**src/rtl/audio_level_meter.sv**
```systemverilog
`default_nettype none
// ============================================================================
// Module      : audio_level_meter
// Description : Decimated loudness envelope for a signed PCM stream. For each
//               accepted sample an FSM optionally removes DC, takes the
//               magnitude and tracks the window peak. At window end an
//               instant-attack / exponential-decay envelope is updated and
//               published as an unsigned level with a one-cycle valid pulse.
// Options     : define DC_BLOCK_EN to build the DC tracker; without it the
//               DC state is still traversed but passes the sample through.
// Revision    : 1.0 - initial release
// ============================================================================
module audio_level_meter #(
  parameter int SAMPLE_DEPTH = 16,
  parameter int DECIMATE     = 400,
  parameter int DC_SHIFT     = 10,
  parameter int DECAY_SHIFT  = 4,
  parameter int LEVEL_DEPTH  = 8
) (
  input  logic                           clk,
  input  logic                           rst,
  input  logic signed [SAMPLE_DEPTH-1:0] sample_in,
  input  logic                           sample_strobe,
  input  logic                           clear_flags,
  output logic                           busy,
  output logic        [LEVEL_DEPTH-1:0]  level,
  output logic                           level_valid,
  output logic                           clip,
  output logic                           overrun
);

  localparam int MAG_W = SAMPLE_DEPTH - 1;
  localparam int CNT_W = $clog2(DECIMATE);
  localparam logic [CNT_W-1:0] CNT_LAST = CNT_W'(DECIMATE - 1);
  localparam logic signed [SAMPLE_DEPTH-1:0] S_MAX = {1'b0, {(SAMPLE_DEPTH-1){1'b1}}};
  localparam logic signed [SAMPLE_DEPTH-1:0] S_MIN = {1'b1, {(SAMPLE_DEPTH-1){1'b0}}};
  localparam logic [MAG_W-1:0] MAG_MAX = {MAG_W{1'b1}};

  // Elaboration-time parameter legality checks
  if (DECIMATE < 2) begin : g_bad_decimate
    $error("audio_level_meter: DECIMATE must be at least 2");
  end
  if (LEVEL_DEPTH > SAMPLE_DEPTH - 1) begin : g_bad_level_depth
    $error("audio_level_meter: LEVEL_DEPTH must not exceed SAMPLE_DEPTH-1");
  end
  if (DC_SHIFT < 1) begin : g_bad_dc_shift
    $error("audio_level_meter: DC_SHIFT must be at least 1");
  end

  typedef enum logic [2:0] {
    S_IDLE = 3'd0,
    S_DC   = 3'd1,
    S_MAG  = 3'd2,
    S_PEAK = 3'd3,
    S_ENV  = 3'd4
  } state_t;

  state_t                          state_q, state_d;
  logic signed [SAMPLE_DEPTH-1:0]  sample_q, sample_d;
  logic signed [SAMPLE_DEPTH-1:0]  ac_q, ac_d;
  logic        [MAG_W-1:0]         mag_q, mag_d;
  logic        [MAG_W-1:0]         win_max_q, win_max_d;
  logic        [CNT_W-1:0]         win_cnt_q, win_cnt_d;
  logic        [MAG_W-1:0]         env_q, env_d;
  logic        [LEVEL_DEPTH-1:0]   level_q, level_d;
  logic                            level_valid_q, level_valid_d;
  logic                            clip_q, clip_d;
  logic                            overrun_q, overrun_d;

  logic        [MAG_W-1:0]         env_shr;
  logic        [MAG_W-1:0]         env_decay;
  logic        [MAG_W-1:0]         env_next;

`ifdef DC_BLOCK_EN
  localparam int ACC_W = SAMPLE_DEPTH + DC_SHIFT;

  logic signed [ACC_W-1:0]         dc_acc_q, dc_acc_d;
  logic signed [SAMPLE_DEPTH-1:0]  dc_est;
  logic signed [SAMPLE_DEPTH:0]    dc_diff;
  logic signed [ACC_W:0]           acc_sum;
  logic                            ac_ovf;
  logic                            acc_ovf;
  logic signed [SAMPLE_DEPTH-1:0]  ac_sat;
  logic signed [ACC_W-1:0]         acc_sat;

  // DC estimate is the accumulator's integer part; differences are formed one
  // bit wider and saturated back so no path can wrap
  assign dc_est  = dc_acc_q[ACC_W-1:DC_SHIFT];
  assign dc_diff = {sample_q[SAMPLE_DEPTH-1], sample_q} - {dc_est[SAMPLE_DEPTH-1], dc_est};
  assign acc_sum = {dc_acc_q[ACC_W-1], dc_acc_q} + {{DC_SHIFT{dc_diff[SAMPLE_DEPTH]}}, dc_diff};
  assign ac_ovf  = dc_diff[SAMPLE_DEPTH] ^ dc_diff[SAMPLE_DEPTH-1];
  assign acc_ovf = acc_sum[ACC_W] ^ acc_sum[ACC_W-1];
  assign ac_sat  = ac_ovf ? (dc_diff[SAMPLE_DEPTH] ? S_MIN : S_MAX) : dc_diff[SAMPLE_DEPTH-1:0];
  assign acc_sat = acc_ovf ? (acc_sum[ACC_W] ? {1'b1, {(ACC_W-1){1'b0}}} : {1'b0, {(ACC_W-1){1'b1}}})
                           : acc_sum[ACC_W-1:0];
`endif

  // Envelope decay step is at least one code so the envelope always reaches 0
  assign env_shr   = env_q >> DECAY_SHIFT;
  assign env_decay = (env_shr == '0) ? MAG_W'(1) : env_shr;
  assign env_next  = (win_max_q >= env_q) ? win_max_q
                   : ((env_q <= env_decay) ? '0 : (env_q - env_decay));

  // Next-state, datapath and sticky-flag logic
  always_comb begin
    state_d       = state_q;
    sample_d      = sample_q;
    ac_d          = ac_q;
    mag_d         = mag_q;
    win_max_d     = win_max_q;
    win_cnt_d     = win_cnt_q;
    env_d         = env_q;
    level_d       = level_q;
    level_valid_d = 1'b0;
    clip_d        = clip_q;
    overrun_d     = overrun_q;
`ifdef DC_BLOCK_EN
    dc_acc_d      = dc_acc_q;
`endif

    // Clear first so any set event in the same cycle takes priority
    if (clear_flags) begin
      clip_d    = 1'b0;
      overrun_d = 1'b0;
    end
    if (sample_strobe && (state_q != S_IDLE)) begin
      overrun_d = 1'b1;
    end

    case (state_q)
      S_IDLE: begin
        if (sample_strobe) begin
          sample_d = sample_in;
          if ((sample_in == S_MAX) || (sample_in == S_MIN)) begin
            clip_d = 1'b1;
          end
          state_d = S_DC;
        end
      end
      S_DC: begin
`ifdef DC_BLOCK_EN
        ac_d     = ac_sat;
        dc_acc_d = acc_sat;
        if (ac_ovf) begin
          clip_d = 1'b1;
        end
`else
        ac_d = sample_q;
`endif
        state_d = S_MAG;
      end
      S_MAG: begin
        if (ac_q == S_MIN) begin
          mag_d  = MAG_MAX;
          clip_d = 1'b1;
        end else if (ac_q[SAMPLE_DEPTH-1]) begin
          mag_d = ~ac_q[MAG_W-1:0] + 1'b1;
        end else begin
          mag_d = ac_q[MAG_W-1:0];
        end
        state_d = S_PEAK;
      end
      S_PEAK: begin
        if (mag_q > win_max_q) begin
          win_max_d = mag_q;
        end
        if (win_cnt_q == CNT_LAST) begin
          state_d = S_ENV;
        end else begin
          win_cnt_d = win_cnt_q + 1'b1;
          state_d   = S_IDLE;
        end
      end
      S_ENV: begin
        env_d         = env_next;
        level_d       = env_next[SAMPLE_DEPTH-2 -: LEVEL_DEPTH];
        level_valid_d = 1'b1;
        win_max_d     = '0;
        win_cnt_d     = '0;
        state_d       = S_IDLE;
      end
      default: begin
        state_d = S_IDLE;
      end
    endcase
  end

  // State and datapath registers with synchronous reset
  always_ff @(posedge clk) begin
    if (rst) begin
      state_q       <= S_IDLE;
      sample_q      <= '0;
      ac_q          <= '0;
      mag_q         <= '0;
      win_max_q     <= '0;
      win_cnt_q     <= '0;
      env_q         <= '0;
      level_q       <= '0;
      level_valid_q <= 1'b0;
      clip_q        <= 1'b0;
      overrun_q     <= 1'b0;
`ifdef DC_BLOCK_EN
      dc_acc_q      <= '0;
`endif
    end else begin
      state_q       <= state_d;
      sample_q      <= sample_d;
      ac_q          <= ac_d;
      mag_q         <= mag_d;
      win_max_q     <= win_max_d;
      win_cnt_q     <= win_cnt_d;
      env_q         <= env_d;
      level_q       <= level_d;
      level_valid_q <= level_valid_d;
      clip_q        <= clip_d;
      overrun_q     <= overrun_d;
`ifdef DC_BLOCK_EN
      dc_acc_q      <= dc_acc_d;
`endif
    end
  end

  assign busy        = (state_q != S_IDLE);
  assign level       = level_q;
  assign level_valid = level_valid_q;
  assign clip        = clip_q;
  assign overrun     = overrun_q;

endmodule
`default_nettype wire

```
**config.mk**
```make
export PLATFORM = sky130hd
export DESIGN_NAME = audio_level_meter
export DESIGN_NICKNAME = d
export VERILOG_FILES = /design/src/rtl/audio_level_meter.sv
export SDC_FILE = /design/constraint.sdc
export NUM_CORES = 1
export LEC_CHECK = 0
export BUFFER_PORTS_ARGS = -buffer_cell sky130_fd_sc_hd__buf_2
export CAP_MARGIN = 10
export CELL_PAD_IN_SITES_DETAIL_PLACEMENT = 1
export CELL_PAD_IN_SITES_GLOBAL_PLACEMENT = 1
export CORE_ASPECT_RATIO = 0.7
export CORE_MARGIN = 4
export CORE_UTILIZATION = 45
export DETAILED_ROUTE_END_ITERATION = 7
export GPL_ROUTABILITY_DRIVEN = 0
export PLACE_DENSITY = 0.77
export SYNTH_ARGS = -nofsm -noshare
export SYNTH_HDL_FRONTEND = slang
export SYNTH_SLANG_ARGS = --single-unit
```
**constraint.sdc**
```tcl
create_clock -name clk -period 3.7 [get_ports clk]
set_clock_uncertainty 0.15 [all_clocks]
set_input_delay 0.185 -clock clk [delete_from_list [all_inputs] [get_ports clk]]
set_output_delay 0.185 -clock clk [all_outputs]
set_load 0.02 [all_outputs]
```
==> flow_summary.rst, run 1 <==
.. list-table::
   :header-rows: 1

   * - Metric
     - Value
   * - Via count
     - between 4000 and 5000
   * - Placeable Area
     - around 0.012 mm²
   * - Arrival time of data at the critical path endpoint
     - around 3600 ps
   * - Cell breakdown of the critical path
     - nor3_4 -> nand2_1 -> o41ai_1 -> ha_1 -> inv_1 -> fa_1 -> a21o_1 -> a221oi_2 -> nor3_1 -> a211o_1 -> or4_1 -> nand3_1
   * - Fraction of synthesis flops using an asynchronous set or reset pin
     - 0
   * - Post-CTS repair timing setup buffer count
     - 0
   * - Final Slew Violations
     - 0
   * - Area of the die
     - between 0.01 and 0.015 mm²
   * - Top delay family on crit path
     - compound AO/OA/AOI/OAI gates
   * - Y dimension of the die
     - a little under 100 µm
   * - Startpoint Class
     - flip-flop
   * - Number of warnings reported in the yosys synthesis log
     - 0
   * - Worst min-delay path startpoint
     - sample_in[1]
   * - Crit path depth
     - 12
   * - Synth Flop Type
     - dfxtp_1
   * - Slew at the pin closest to its max-slew limit
     - 1080 ps
   * - Overall routing resource usage
     - 0.221
   * - Category of the critical setup timing path
     - flip-flop to flip-flop
   * - Number of setup violations in the final report
     - 0
   * - Final std cell area, no fill
     - between 0.006 and 0.007 mm²
   * - Dominant cell type by area after synthesis
     - dfxtp_1
   * - Worst path buffer plus inverter count
     - 1
   * - Hold_ws
     - around 27 ps
   * - Summed negative setup slack over all endpoints
     - 0 ps
   * - Number of instances in the synthesized netlist
     - approximately 660
   * - Post-synth EDFFs
     - 0
   * - TritonCTS clock tree
     - yes
   * - Status
     - finished clean
   * - Crit path largest cell delay
     - between 400 and 500 ps
   * - Sink of the worst hold path
     - sample_q[1]
   * - PD cells
     - 378 mW/mm²
   * - H-tree depth
     - 3
   * - Setup slack, reg-to-reg
     - roughly 230 ps
   * - Maximum frequency from static timing analysis
     - between 200 and 300 MHz
   * - Slowest stage cell, crit path
     - dfxtp_1
   * - Quantity of I/O buffers inserted on ports
     - 31
   * - Root Buffer
     - clkbuf_16
   * - Most common cell in the netlist
     - nand2_1
   * - Routed WL
     - roughly 15 mm
   * - Number of DRC markers after the initial detailed-route iteration
     - about 330
   * - Instance area after placement
     - 0.00560 mm²
   * - Number of inserted filler cells in the final layout
     - 1421
   * - Number of nets produced by synthesis
     - 726
   * - DPL Wire Length
     - 11.4 mm
   * - Max-capacitance violation count
     - 0
   * - Number of library cell types mapped by synthesis
     - 65
   * - Reg clk slew, reported paths
     - 70 ps
   * - Fraction of final layout cells with drive strength greater than 1
     - 0.119
   * - Share of the clock period used by the worst path
     - 0.938
   * - Crit Reg-Reg Endpoint
     - env_q[12]
   * - Hold Path Class
     - input pin to flip-flop
   * - Post-synth top cells
     - 120 x nand2_1, 92 x dfxtp_1, 66 x a21oi_1
   * - Vias in the first global route
     - ~5000
   * - Leftover overflow at the end of global routing
     - 0
   * - Pin count of the biggest net entering global routing
     - 56
   * - Number of sinks handled by clock tree synthesis
     - 92
   * - Min-Delay Path Depth
     - 3
   * - Mean instance size in the synthesized netlist
     - a little over 8 µm²
   * - Number of register bits inferred by synthesis
     - between 90 and 100
   * - Cts bufs inserted
     - 9
   * - Data required, critical path
     - about 3800 ps
   * - Minimum clock period
     - about 3500 ps
   * - Number of nets with antenna violations after routing
     - 0
   * - Element type at the critical path end
     - flip-flop
   * - Area growth from synthesis to layout
     - 12.8%
   * - Leak pwr
     - ~2.4 nW
   * - Via density per instance
     - 5.69
   * - R2R cell count
     - 12
   * - RSZ-0062 raised after global routing
     - no
   * - Number of antenna violations at the first check in global routing
     - 0
   * - Global-route wire length before repair
     - between 20 and 30 mm
   * - Post-Layout Cell Count
     - roughly 850
   * - Worst slew margin relative to its limit
     - 0.281
   * - Worst Path Max Fanout
     - 9
   * - Die Wd
     - between 100 and 150 µm
   * - Routed length per instance
     - roughly 18 µm
   * - Boundary Pins
     - 32
   * - Worst skew pair latency
     - roughly 340 ps
   * - Ranking of synthesized cells by area
     - dfxtp_1 34%, ha_1 10%, nand2_1 8.4%
   * - Footprint of the multi-input gates
     - approximately 0.0032 mm²
   * - Number of cells after detailed placement
     - ~820
   * - Starting utilization of the core area
     - 0.460
   * - Maximum clock path buffer count
     - 2
   * - Drc violations
     - 0
   * - Maximum vdd drop
     - around 0.24 mV
   * - Final-report hold violation count
     - 0
   * - Total standard cell area after synthesis
     - about 0.0054 mm²
   * - Beginning of the worst register-to-register path
     - env_q[12]
   * - Layout Nets
     - 757
   * - Standard-cell row count
     - 33
   * - Share of the synthesized area in the top cell type
     - 0.342
   * - DR pass1 iterations
     - 4
   * - Sequential standard cell area
     - 0.00184 mm²
   * - Diodes inserted
     - 0
   * - Proportion of synthesized chip area in sequential cells
     - 0.342
==> power breakdown <==
group	total [mW]	switching [mW]	internal (mW)
clock network	0.936	0.410	0.526
registers	1.06	0.0334	1.03
logic	0.300	0.187	0.112
total	2.30	0.631	1.67
==> layout by cell type, fill, tap and decap left out, types with 17 or more instances in the layout <==
cell type,instances
xor2_1,18
nor2_1,38
nand3_1,23
ha_1,44
mux2i_1,17
inv_1,49
buf_2,31
dfxtp_1,92
nand2_1,120
a21oi_1,66
==> per-layer routing <==
metal | global-route usage | up-vias | share of wire
li1 | - | 2374 | -
met1 | 0.316 | 2392 | 0.50
met2 | 0.357 | 83 | 0.45
met3 | 0.0437 | 11 | 0.052
met4 | 0.0316 | 0 | 0.0070
met5 | 0 | - | 0
==> cell families (layout without fill, tap and decap cells) <==
| kind of cell | after synthesis | after routing | synth area share |
|---|---|---|---|
| and+or+nand+nor | 249 | 249 | 0.219 |
| xor gates and xnor gates | 27 | 27 | 0.0440 |
| adders and majority gates | 45 | 45 | 0.106 |
| AOI/OAI and AO/OA | 146 | 146 | 0.185 |
| buffers and inverters | 85 | 121 | 0.0726 |
| DFF | 92 | 92 | 0.342 |
| muxes | 17 | 17 | 0.0316 |
==> sequential cells by signal, summed over array words and instances, names as in the netlist <==
signal and flops:
overrun 1, win_max_q 15, clip 1, sample_q 16, win_cnt_q 9, ac_q 16, mag_q 15, level_valid 1
state_q 3, env_q 15
==> worst reg2reg max path, cell delays in order, from the launching register on <==
cell and delay [ps]:
dfxtp_1 420, nor3_4 270, nand2_1 100, o41ai_1 290, ha_1 240, inv_1 70, fa_1 400, a21o_1 200
a221oi_2 400, nor3_1 100, a211o_1 290, or4_1 400, nand3_1 80
==> stage by stage <==
step / power [mW] / utilization / worst slack [ps]
floorplan: 1.28 / - / 599
global placement: 1.35 / 0.479 / 307
detailed placement: 1.37 / 0.479 / 137
CTS: 2.31 / 0.518 / 115
global route: 2.40 / 0.520 / 6.91
finish: 2.30 / 0.520 / 231
==> cell type report <==
cell class,instances,area share
multi-input cells,484,0.522
flip-flops and latches,92,0.303
well taps,157,0.0324
clock inverters,7,0.0120
clock buffers,9,0.0371
repair buffers,56,0.0633
inverters,49,0.0303
==> how the worst max path moves through the flow <==
stage / from / slack (ps) / to
2_1_floorplan: env_q[12] / 600 / env_q[12]
3_3_place_gp: env_q[12] / 310 / env_q[12]
3_5_place_dp: env_q[12] / 140 / env_q[12]
4_1_cts: env_q[12] / 110 / env_q[12]
5_1_grt: env_q[12] / 7 / env_q[10]
6_report: env_q[12] / 230 / env_q[12]
==> repair_timing <==
| action | in CTS | in global routing |
|---|---|---|
| setup endpoints to repair | 0 | 3 |
| gates resized for setup | 0 | 2 |
| hold endpoints to repair | 16 | 0 |
| hold buffers | 15 | 0 |
Power figures use the tool's default switching activity.
==> inputs of run 2 (changes only) <==
--- a/config.mk
+++ b/config.mk
@@ -5,7 +5,6 @@
 export SDC_FILE = /design/constraint.sdc
 export NUM_CORES = 1
 export LEC_CHECK = 0
-export BUFFER_PORTS_ARGS = -buffer_cell sky130_fd_sc_hd__buf_2
 export CAP_MARGIN = 10
 export CELL_PAD_IN_SITES_DETAIL_PLACEMENT = 1
 export CELL_PAD_IN_SITES_GLOBAL_PLACEMENT = 1
@@ -13,8 +12,10 @@
 export CORE_MARGIN = 4
 export CORE_UTILIZATION = 45
 export DETAILED_ROUTE_END_ITERATION = 7
+export DONT_BUFFER_PORTS = 1
 export GPL_ROUTABILITY_DRIVEN = 0
-export PLACE_DENSITY = 0.77
+export PLACE_DENSITY = 0.76
 export SYNTH_ARGS = -nofsm -noshare
 export SYNTH_HDL_FRONTEND = slang
 export SYNTH_SLANG_ARGS = --single-unit
+export TNS_END_PERCENT = 10
==> run 2 against run 1 <==
Net effect: register-to-register slack lost 30 ps; highest routed layer unchanged; maximum frequency shrank 0.99%; critical path type unchanged; critical path depth unchanged; global-route usage up 0.53 points; largest cell class unchanged; sequential share of layout area increased by 0.26 points.
==> flow_summary.rst, run 2 (synthesis results as in run 1) <==
.. list-table::
   :header-rows: 1

   * - Metric
     - Value
   * - Status
     - finished clean
   * - Y dimension of the die
     - 99.5 µm (unchanged)
   * - TritonCTS clock tree
     - yes
   * - Data required, critical path
     - 3830 ps (about the same)
   * - PD cells
     - 383 mW/mm² (+1.3%)
   * - Routed length per instance
     - 18.4 µm (+4.7%)
   * - Worst Path Max Fanout
     - 5 (-4)
   * - Diodes inserted
     - 0 (unchanged)
   * - Area growth from synthesis to layout
     - 11.9%
   * - Reg clk slew, reported paths
     - 70 ps (about the same)
   * - Drc violations
     - 0 (unchanged)
   * - Post-Layout Cell Count
     - 831 (-2.7%)
   * - Crit path largest cell delay
     - 420 ps (about the same)
   * - Summed negative setup slack over all endpoints
     - 0 ps (unchanged)
   * - Max-capacitance violation count
     - 0 (unchanged)
   * - Highest-count cells in the layout ignoring fill and taps
     - 120 x nand2_1, 92 x dfxtp_1, 66 x a21oi_1
   * - Final Slew Violations
     - 0 (unchanged)
   * - Routed WL
     - 15.3 mm (+1.9%)
   * - Cts bufs inserted
     - 9 (unchanged)
   * - Vias in the first global route
     - 5045 (+0.56%)
   * - Leftover overflow at the end of global routing
     - 0 (unchanged)
   * - H-tree depth
     - 3 (unchanged)
   * - Number of sinks handled by clock tree synthesis
     - 92 (unchanged)
   * - Boundary Pins
     - 32 (unchanged)
   * - Minimum clock period
     - 3500 ps (+34.8 ps)
   * - Cell breakdown of the critical path
     - nor4_1 -> nand2_1 -> o41ai_1 -> ha_1 -> inv_1 -> fa_1 -> a21o_1 -> a221oi_4 -> nor3_1 -> a211o_1 -> or4_1 -> nand3_1
   * - Commonest non-fill, non-tap cell in the layout
     - nand2_1
   * - Maximum frequency from static timing analysis
     - 285 MHz (-0.99%)
   * - Number of setup violations in the final report
     - 0 (unchanged)
   * - RSZ-0062 raised after global routing
     - no
   * - Startpoint Class
     - flip-flop
   * - Quantity of I/O buffers inserted on ports
     - 0 (-100%)
   * - Placeable Area
     - 0.0117 mm² (unchanged)
   * - Hold Path Class
     - input pin to flip-flop
   * - Slowest stage cell, crit path
     - dfxtp_1
   * - Final-report hold violation count
     - 0 (unchanged)
   * - Maximum clock path buffer count
     - 2 (unchanged)
   * - Overall routing resource usage
     - 0.226 (+0.00528)
   * - Number of inserted filler cells in the final layout
     - 1408 (-0.91%)
   * - Standard-cell row count
     - 33 (unchanged)
   * - Via count
     - 4803 (-1.2%)
   * - DPL Wire Length
     - 11.4 mm (about the same)
   * - Global-route wire length before repair
     - 25.6 mm (+1.8%)
   * - Maximum vdd drop
     - 0.214 mV (-9.3%)
   * - Fraction of final layout cells with drive strength greater than 1
     - 0.0816 (-0.0375)
   * - Top Registers
     - ac_q x16, sample_q x16
   * - Min-Delay Path Depth
     - 2 (-1)
   * - Worst skew pair latency
     - 340 ps (about the same)
   * - Layout Nets
     - 734 (-3.0%)
   * - Area of the die
     - 0.0138 mm² (unchanged)
   * - Share of the clock period used by the worst path
     - 0.947 (+0.00941)
   * - Number of antenna violations at the first check in global routing
     - 0 (unchanged)
   * - Starting utilization of the core area
     - 0.460 (unchanged)
   * - Post-CTS repair timing setup buffer count
     - 0 (unchanged)
   * - Leak pwr
     - 2.25 nW (-4.1%)
   * - Number of nets with antenna violations after routing
     - 0 (unchanged)
   * - Die Wd
     - 139 µm (unchanged)
   * - Via density per instance
     - 5.78 (+1.6%)
   * - Pin count of the biggest net entering global routing
     - 53 (-5.4%)
   * - Arrival time of data at the critical path endpoint
     - 3630 ps (+30 ps)
   * - Element type at the critical path end
     - flip-flop
   * - Slew at the pin closest to its max-slew limit
     - 1170 ps (+95.2 ps)
   * - Root Buffer
     - clkbuf_16
   * - R2R cell count
     - 12 (unchanged)
   * - Number of DRC markers after the initial detailed-route iteration
     - 311 (-4.3%)
   * - Category of the critical setup timing path
     - flip-flop to flip-flop
   * - Worst slew margin relative to its limit
     - 0.212 (-0.0687)
   * - DR pass1 iterations
     - 4 (unchanged)
   * - Number of cells after detailed placement
     - 793 (-3.5%)
run 2: cell type report:
type / instances / area [µm²] / share of cell area
sequential: 92 / 1840 / 0.306
multi-input combinational: 484 / 3170 / 0.527
clock buffer: 9 / 225 / 0.0374
timing repair buffer: 33 / 318 / 0.0528
inverter: 49 / 184 / 0.0306
clock inverter: 7 / 82.6 / 0.0137
tap: 157 / 196 / 0.0326
run 2: through the flow:
| stage | total power, mW | area (µm²) | worst slack [ps] | util | hold WS, ps |
|---|---|---|---|---|---|
| 2_1_floorplan | 1.28 | 5380 | 599 | - | 171 |
| 3_3_place_gp | 1.32 | 5460 | 336 | 0.467 | 110 |
| 3_5_place_dp | 1.34 | 5460 | 186 | 0.467 | 113 |
| 4_1_cts | 2.32 | 5980 | 147 | 0.512 | 8.47 |
| 5_1_grt | 2.41 | 6020 | 37.6 | 0.515 | 17.2 |
| 6_report | 2.31 | 6020 | 196 | 0.515 | 18.0 |
run 2: worst paths after layout:
path / startpoint / to / slack [ps]
hold / removal: rst / level_valid / 20
setup reg to reg: env_q[9] / env_q[12] / 200
hold reg to reg: sample_q[1] / sample_q[1] / 310
setup / recovery: env_q[9] / env_q[12] / 200
run 2: where the power goes:
| part | leakage, nW | internal, mW | switching, mW |
|---|---|---|---|
| Combinational | 1.36 | 0.109 | 0.177 |
| Sequential | 0.746 | 1.03 | 0.0361 |
| Clock | 0.145 | 0.535 | 0.422 |
| Total | 2.25 | 1.67 | 0.635 |
run 2: what timing repair did:
item	4_1_cts	5_1_grt
hold endpoints to repair	52	3
hold buffers	20	1
setup endpoints to repair	0	3
gates resized for setup	0	2
run 2: critical path: cells and delay by family, from the launching register on:
family | cells | cell delay [ps]
simple gates | 5 | 970
flops | 1 | 420
buf+inv | 1 | 60
compound gates | 4 | 1190
fa+ha+maj | 2 | 650
run 2: per-layer routing:
metal	wire, µm	share of wire	GRT usage	vias to the layer above
met1	7470	0.49	0.319	2384
li1	-	-	-	2325
met2	6950	0.45	0.366	79
met5	0	0	0	-
met3	729	0.048	0.0447	15
met4	140	0.0092	0.0414	0
